[config.mk]
export PLATFORM = sky130hd
export DESIGN_NAME = fifo_stream_drain
export DESIGN_NICKNAME = d
export VERILOG_FILES = /design/src/rtl/fifo_stream_pkg.sv /design/src/rtl/stream_skid_buf.sv /design/src/rtl/fifo_stream_drain.sv
export SDC_FILE = /design/constraint.sdc
export NUM_CORES = 1
export LEC_CHECK = 0
export CAP_MARGIN = 40
export CELL_PAD_IN_SITES_DETAIL_PLACEMENT = 1
export CELL_PAD_IN_SITES_GLOBAL_PLACEMENT = 1
export CORE_ASPECT_RATIO = 1.2
export CORE_MARGIN = 5
export CORE_UTILIZATION = 45
export CTS_CLUSTER_SIZE = 30
export DETAILED_ROUTE_END_ITERATION = 10
export PLACE_DENSITY_LB_ADDON = 0.1
export SLEW_MARGIN = 20
export SYNTH_ARGS = -nofsm -noshare
export SYNTH_HDL_FRONTEND = slang
export SYNTH_HIERARCHICAL = 1
export SYNTH_SLANG_ARGS = --single-unit
[constraint.sdc]
create_clock -name clk -period 3.7 [get_ports clk]
set_input_delay 0.37 -clock clk [delete_from_list [all_inputs] [get_ports clk]]
set_output_delay 0.37 -clock clk [all_outputs]
set_load 0.05 [all_outputs]
[src/rtl/fifo_stream_pkg.sv]
// Shared types and defaults for the FIFO-to-stream drain slice.
package fifo_stream_pkg;

  typedef logic [7:0] byte_t;

  localparam int unsigned DEF_DATA_W    = 8;
  localparam int unsigned DEF_BUF_DEPTH = 3;
  localparam int unsigned DEF_PKT_LEN   = 4;
  localparam int unsigned DEF_FCNT_W    = 16;
  localparam int unsigned FIFO_RD_LAT   = 1;

  // Bits needed to hold any value in 0..max_val (at least 1).
  function automatic int unsigned cnt_width(input int unsigned max_val);
    return (max_val < 2) ? 1 : $clog2(max_val + 1);
  endfunction

endpackage

[src/rtl/stream_skid_buf.sv]
// Small circular buffer that absorbs the FIFO read latency ahead of the stream port.
module stream_skid_buf
  import fifo_stream_pkg::*;
#(
  parameter int unsigned DATA_W = DEF_DATA_W,
  parameter int unsigned DEPTH  = DEF_BUF_DEPTH,
  localparam int unsigned OCC_W = cnt_width(DEPTH)
) (
  input  logic              clk,
  input  logic              rst,
  input  logic              push,
  input  logic [DATA_W-1:0] push_data,
  input  logic              pop,
  output logic [OCC_W-1:0]  occ,
  output logic [DATA_W-1:0] head_data
);

  localparam int unsigned PTR_W = cnt_width(DEPTH - 1);

  logic [DATA_W-1:0] mem_q [DEPTH];
  logic [DATA_W-1:0] mem_d [DEPTH];
  logic [PTR_W-1:0]  wr_ptr_q, wr_ptr_d;
  logic [PTR_W-1:0]  rd_ptr_q, rd_ptr_d;
  logic [OCC_W-1:0]  occ_q, occ_d;

  function automatic logic [PTR_W-1:0] ptr_inc(input logic [PTR_W-1:0] p);
    return (p == PTR_W'(DEPTH - 1)) ? '0 : p + PTR_W'(1);
  endfunction

  assign occ       = occ_q;
  assign head_data = mem_q[rd_ptr_q];

  // Next-state: caller guarantees no push when full and no pop when empty.
  always_comb begin
    mem_d    = mem_q;
    wr_ptr_d = wr_ptr_q;
    rd_ptr_d = rd_ptr_q;
    occ_d    = occ_q;
    if (push) begin
      mem_d[wr_ptr_q] = push_data;
      wr_ptr_d        = ptr_inc(wr_ptr_q);
    end
    if (pop) begin
      rd_ptr_d = ptr_inc(rd_ptr_q);
    end
    case ({push, pop})
      2'b10:   occ_d = occ_q + OCC_W'(1);
      2'b01:   occ_d = occ_q - OCC_W'(1);
      default: occ_d = occ_q;
    endcase
  end

  // State registers; entries clear on reset so the idle head reads as zero.
  always_ff @(posedge clk or posedge rst) begin
    if (rst) begin
      mem_q    <= '{default: '0};
      wr_ptr_q <= '0;
      rd_ptr_q <= '0;
      occ_q    <= '0;
    end else begin
      mem_q    <= mem_d;
      wr_ptr_q <= wr_ptr_d;
      rd_ptr_q <= rd_ptr_d;
      occ_q    <= occ_d;
    end
  end

endmodule

[src/rtl/fifo_stream_drain.sv]
// Drains a synchronous FIFO into a valid/ready stream with frame markers and a frame counter.
module fifo_stream_drain
  import fifo_stream_pkg::*;
#(
  parameter int unsigned DATA_W    = DEF_DATA_W,
  parameter int unsigned BUF_DEPTH = DEF_BUF_DEPTH,
  parameter int unsigned PKT_LEN   = DEF_PKT_LEN,
  parameter int unsigned FCNT_W    = DEF_FCNT_W
) (
  input  logic              clk,
  input  logic              rst,
  input  logic              fifo_empty,
  input  logic [DATA_W-1:0] fifo_data,
  output logic              fifo_rd_en,
  output logic              m_valid,
  input  logic              m_ready,
  output logic [DATA_W-1:0] m_data,
  output logic              m_last,
  output logic [FCNT_W-1:0] frame_cnt
);

  localparam int unsigned OCC_W  = cnt_width(BUF_DEPTH);
  localparam int unsigned FILL_W = OCC_W + 1;
  localparam int unsigned BEAT_W = cnt_width(PKT_LEN - 1);

  logic [OCC_W-1:0]  occ;
  logic [DATA_W-1:0] head_data;
  logic [FILL_W-1:0] fill;
  logic              handshake;
  logic              inflight_q, inflight_d;
  logic [BEAT_W-1:0] beat_cnt_q, beat_cnt_d;
  logic [FCNT_W-1:0] frame_cnt_q, frame_cnt_d;

  stream_skid_buf #(
    .DATA_W (DATA_W),
    .DEPTH  (BUF_DEPTH)
  ) u_buf (
    .clk       (clk),
    .rst       (rst),
    .push      (inflight_q),
    .push_data (fifo_data),
    .pop       (handshake),
    .occ       (occ),
    .head_data (head_data)
  );

  // Stream outputs and read credit, all from registered state (no m_ready path into rd_en).
  always_comb begin
    fill       = FILL_W'(occ) + FILL_W'(inflight_q);
    fifo_rd_en = !fifo_empty && (fill < FILL_W'(BUF_DEPTH));
    m_valid    = (occ != '0);
    m_data     = head_data;
    m_last     = m_valid && (beat_cnt_q == BEAT_W'(PKT_LEN - 1));
    handshake  = m_valid && m_ready;
    frame_cnt  = frame_cnt_q;
  end

  // Next-state for in-flight flag and beat/frame counters.
  always_comb begin
    inflight_d  = fifo_rd_en;
    beat_cnt_d  = beat_cnt_q;
    frame_cnt_d = frame_cnt_q;
    if (handshake) begin
      if (m_last) begin
        beat_cnt_d  = '0;
        frame_cnt_d = frame_cnt_q + FCNT_W'(1);
      end else begin
        beat_cnt_d = beat_cnt_q + BEAT_W'(1);
      end
    end
  end

  // State registers; a read in flight at reset is dropped.
  always_ff @(posedge clk or posedge rst) begin
    if (rst) begin
      inflight_q  <= 1'b0;
      beat_cnt_q  <= '0;
      frame_cnt_q <= '0;
    end else begin
      inflight_q  <= inflight_d;
      beat_cnt_q  <= beat_cnt_d;
      frame_cnt_q <= frame_cnt_d;
    end
  end

endmodule
==> impl_metrics.ini <==
[timing]
layout_setup_ws_ns = 0.881
hold_viol = 0
finClkSkew_ns = 0.00610
fin_crit_sh_pct = 76.2
finalCriticalPeriod_ns = 2.82
rsz0062_at_grt = false
relSlewSlack_pct = 50.2
tightestPinTransition_ns = 0.746
drv_slew = 0
maxClockFrequency_mhz = 355
setup-tns-final_ns = 0
setup_violations = 0

[final_layout]
diodes = 0
layout.nets = 233
drive_gt1_share_pct = 18.9
syn2layout_area_growth_pct = 23.9
fillers = 498

[critical_path]
cp_max_fo = 6
worst_setup_path_start_kind = flip-flop
path_delay_family = buffers and inverters
critPathMaxStageDelay_ns = 0.86
cpMaxStageDelayCell = clkdlybuf4s50_1
path_cells = ha_1, ha_1, a211oi_1, clkdlybuf4s50_1
critPathBufInv = 1
crit_path_frequent_cell = ha_1
critPathCaptureType = primary output
cp.required_ns = 3.33
worstPathArrival_ns = 2.45
critical_path_class = flip-flop to primary output

[power]
peakVddDrop_uv = 423
power_density_nw_per_um2 = 901
p_leak_uw = 0.00124

[clock_network]
post_cts_buffers = 0
cts_root_buf = clkbuf_8
clock_path_buffers = 2
cts_resized = 0
clock_sinks = 49
clk_pin_slew_ns = 0.08
postCtsHoldBufs = 0
cts_tree = done
numCtsBuffers = 5
htree_levels = 2
clock_latency_ns = 0.29

[placement]
gp_congestion = 0.767
place_ws_ns = 1.21
hpwl_mm = 3.57
io_buffer_count = 38

[floorplanning]
ios = 39
rows = 28
die_w_um = 74.5
coreArea_um2 = 4900
die_h_um = 87.4
start_util_pct = 45.8
die-area_um2 = 6510

[yosys]
synthesis.nets = 191
ys_seq_elements = 49
synth_area_per_cell_um2 = 12.9
synth_edf_count = 0
synth_ff_type = dfrtp_1
ys_warn_count = 6
yosys.area.top_type = dfrtp_1
yosysTopAreaCellShare_pct = 54.6
yosysMostFrequentCell = dfrtp_1
synth_cell_types = 32
syn_inst = 174
synth_area_leaders = dfrtp_1 (55%), mux2_2 (8.5%), xnor2_1 (5.8%)
yosysSeqAreaShare_pct = 54.6
syn_area_um2 = 2250
synthTopCellsByCount = dfrtp_1 (49), nand2_1 (18), mux2_2 (17)
ys_async_sr_fraction_pct = 100

[grt]
grt_max_degree = 31
first_global_vias = 1646
antenna_found_initial = 0
grt_pass1_wl_mm = 8.00
overflow = 0
grt_usage_pct = 16.3

[routing]
viasPerCell = 5.24
drtPass1Iterations = 4
vias = 1451
wl_per_cell_um = 17.5
drt-initial-drc-count = 18
detail-route-antenna-nets = 0
drc_errors = 0
wirelength_mm = 4.84

[min_path]
hp-class = flip-flop to flip-flop

[flow_run]
maxCapViolations = 0

[run_status]
outcome = finished, final reports clean
## routing by layer
metal / track usage, % / wire, um
met1: 18.1 / 2000
met2: 30.0 / 2590
met3: 3.46 / 181
met4: 5.50 / 71
met5: 0 / 0
## report_power, final
group / internal [uW] / total, uW / leakage (uW) / switching, uW
Sequential: 740 / 933 / 0.000610 / 193
Combinational: 532 / 1240 / 0.000574 / 705
Clock: 169 / 338 / 0.0000542 / 169
## state kept, by name, indices dropped and copies added (netlist names)
name and flops:
u_buf/mem_q 24, u_buf/occ 2, u_buf/wr_ptr_q 2, inflight_q 1, u_buf/rd_ptr_q 2, beat_cnt_q 2, frame_cnt 16
## cells in the final DEF (no fill, tap or decap), types with 2 or more instances in the layout
cell / Yosys / layout
nor3_4: 3 / 3
nand2b_1: 2 / 2
a21o_1: 2 / 2
and2_1: 2 / 2
ha_1: 5 / 5
mux2_4: 8 / 8
inv_1: 5 / 4
xor2_1: 3 / 3
o22ai_1: 2 / 2
dfrtp_1: 49 / 49
o21ai_0: 8 / 8
nor2_1: 2 / 2
nand4_1: 3 / 3
mux2i_1: 9 / 9
nand3_1: 7 / 7
clkbuf_8: 0 / 7
inv_2: 1 / 2
clkdlybuf4s50_1: 0 / 38
mux2_2: 17 / 17
xnor2_1: 15 / 15
nand2_1: 18 / 18
## layout make-up
cell class,instances,area (um^2),area share [%]
multi-input combinational,116,978,35.1
sequential,49,1230,44.0
timing repair buffer,38,380,13.7
inverter,6,22.5,0.809
tap,60,75.1,2.70
clock inverter,1,5.00,0.180
clock buffer,7,96.3,3.46
## per-stage QoR
step	cells	hold WS [ns]	power, uW	util, %	cell area, um^2
2_1_floorplan	174	0.321	1820	-	2250
3_3_place_gp	269	0.462	2140	54.7	2680
3_5_place_dp	269	0.489	2200	54.7	2680
4_1_cts	277	0.510	2540	56.8	2780
5_1_grt	277	0.520	2650	56.8	2780
6_report	277	0.499	2510	56.8	2780
## cell families after synthesis
family,count (synthesis),share of synthesized area [%]
compound gates,15,4.62
xor+xnor,18,7.02
fa+ha+maj,5,2.78
buf+inv,9,1.89
flops,49,54.6
mux,34,17.9
simple gates,44,11.2
## final timing paths
path / start / to / slack (ns) / cells after the start
worst min register to register: frame_cnt[11] / frame_cnt[11] / 0.50 / 1
min in group asynchronous: rst / u_buf/mem_q[0] / 0.51 / 2
worst max register to register: u_buf/occ[0] / u_buf/occ[1] / 1.98 / 6
worst min-delay path: frame_cnt[11] / frame_cnt[11] / 0.50 / 1
worst max-delay path: u_buf/occ[0] / fifo_rd_en / 0.88 / 4
max in group asynchronous: rst / inflight_q / 2.67 / 2
Power figures use the tool's default switching activity.
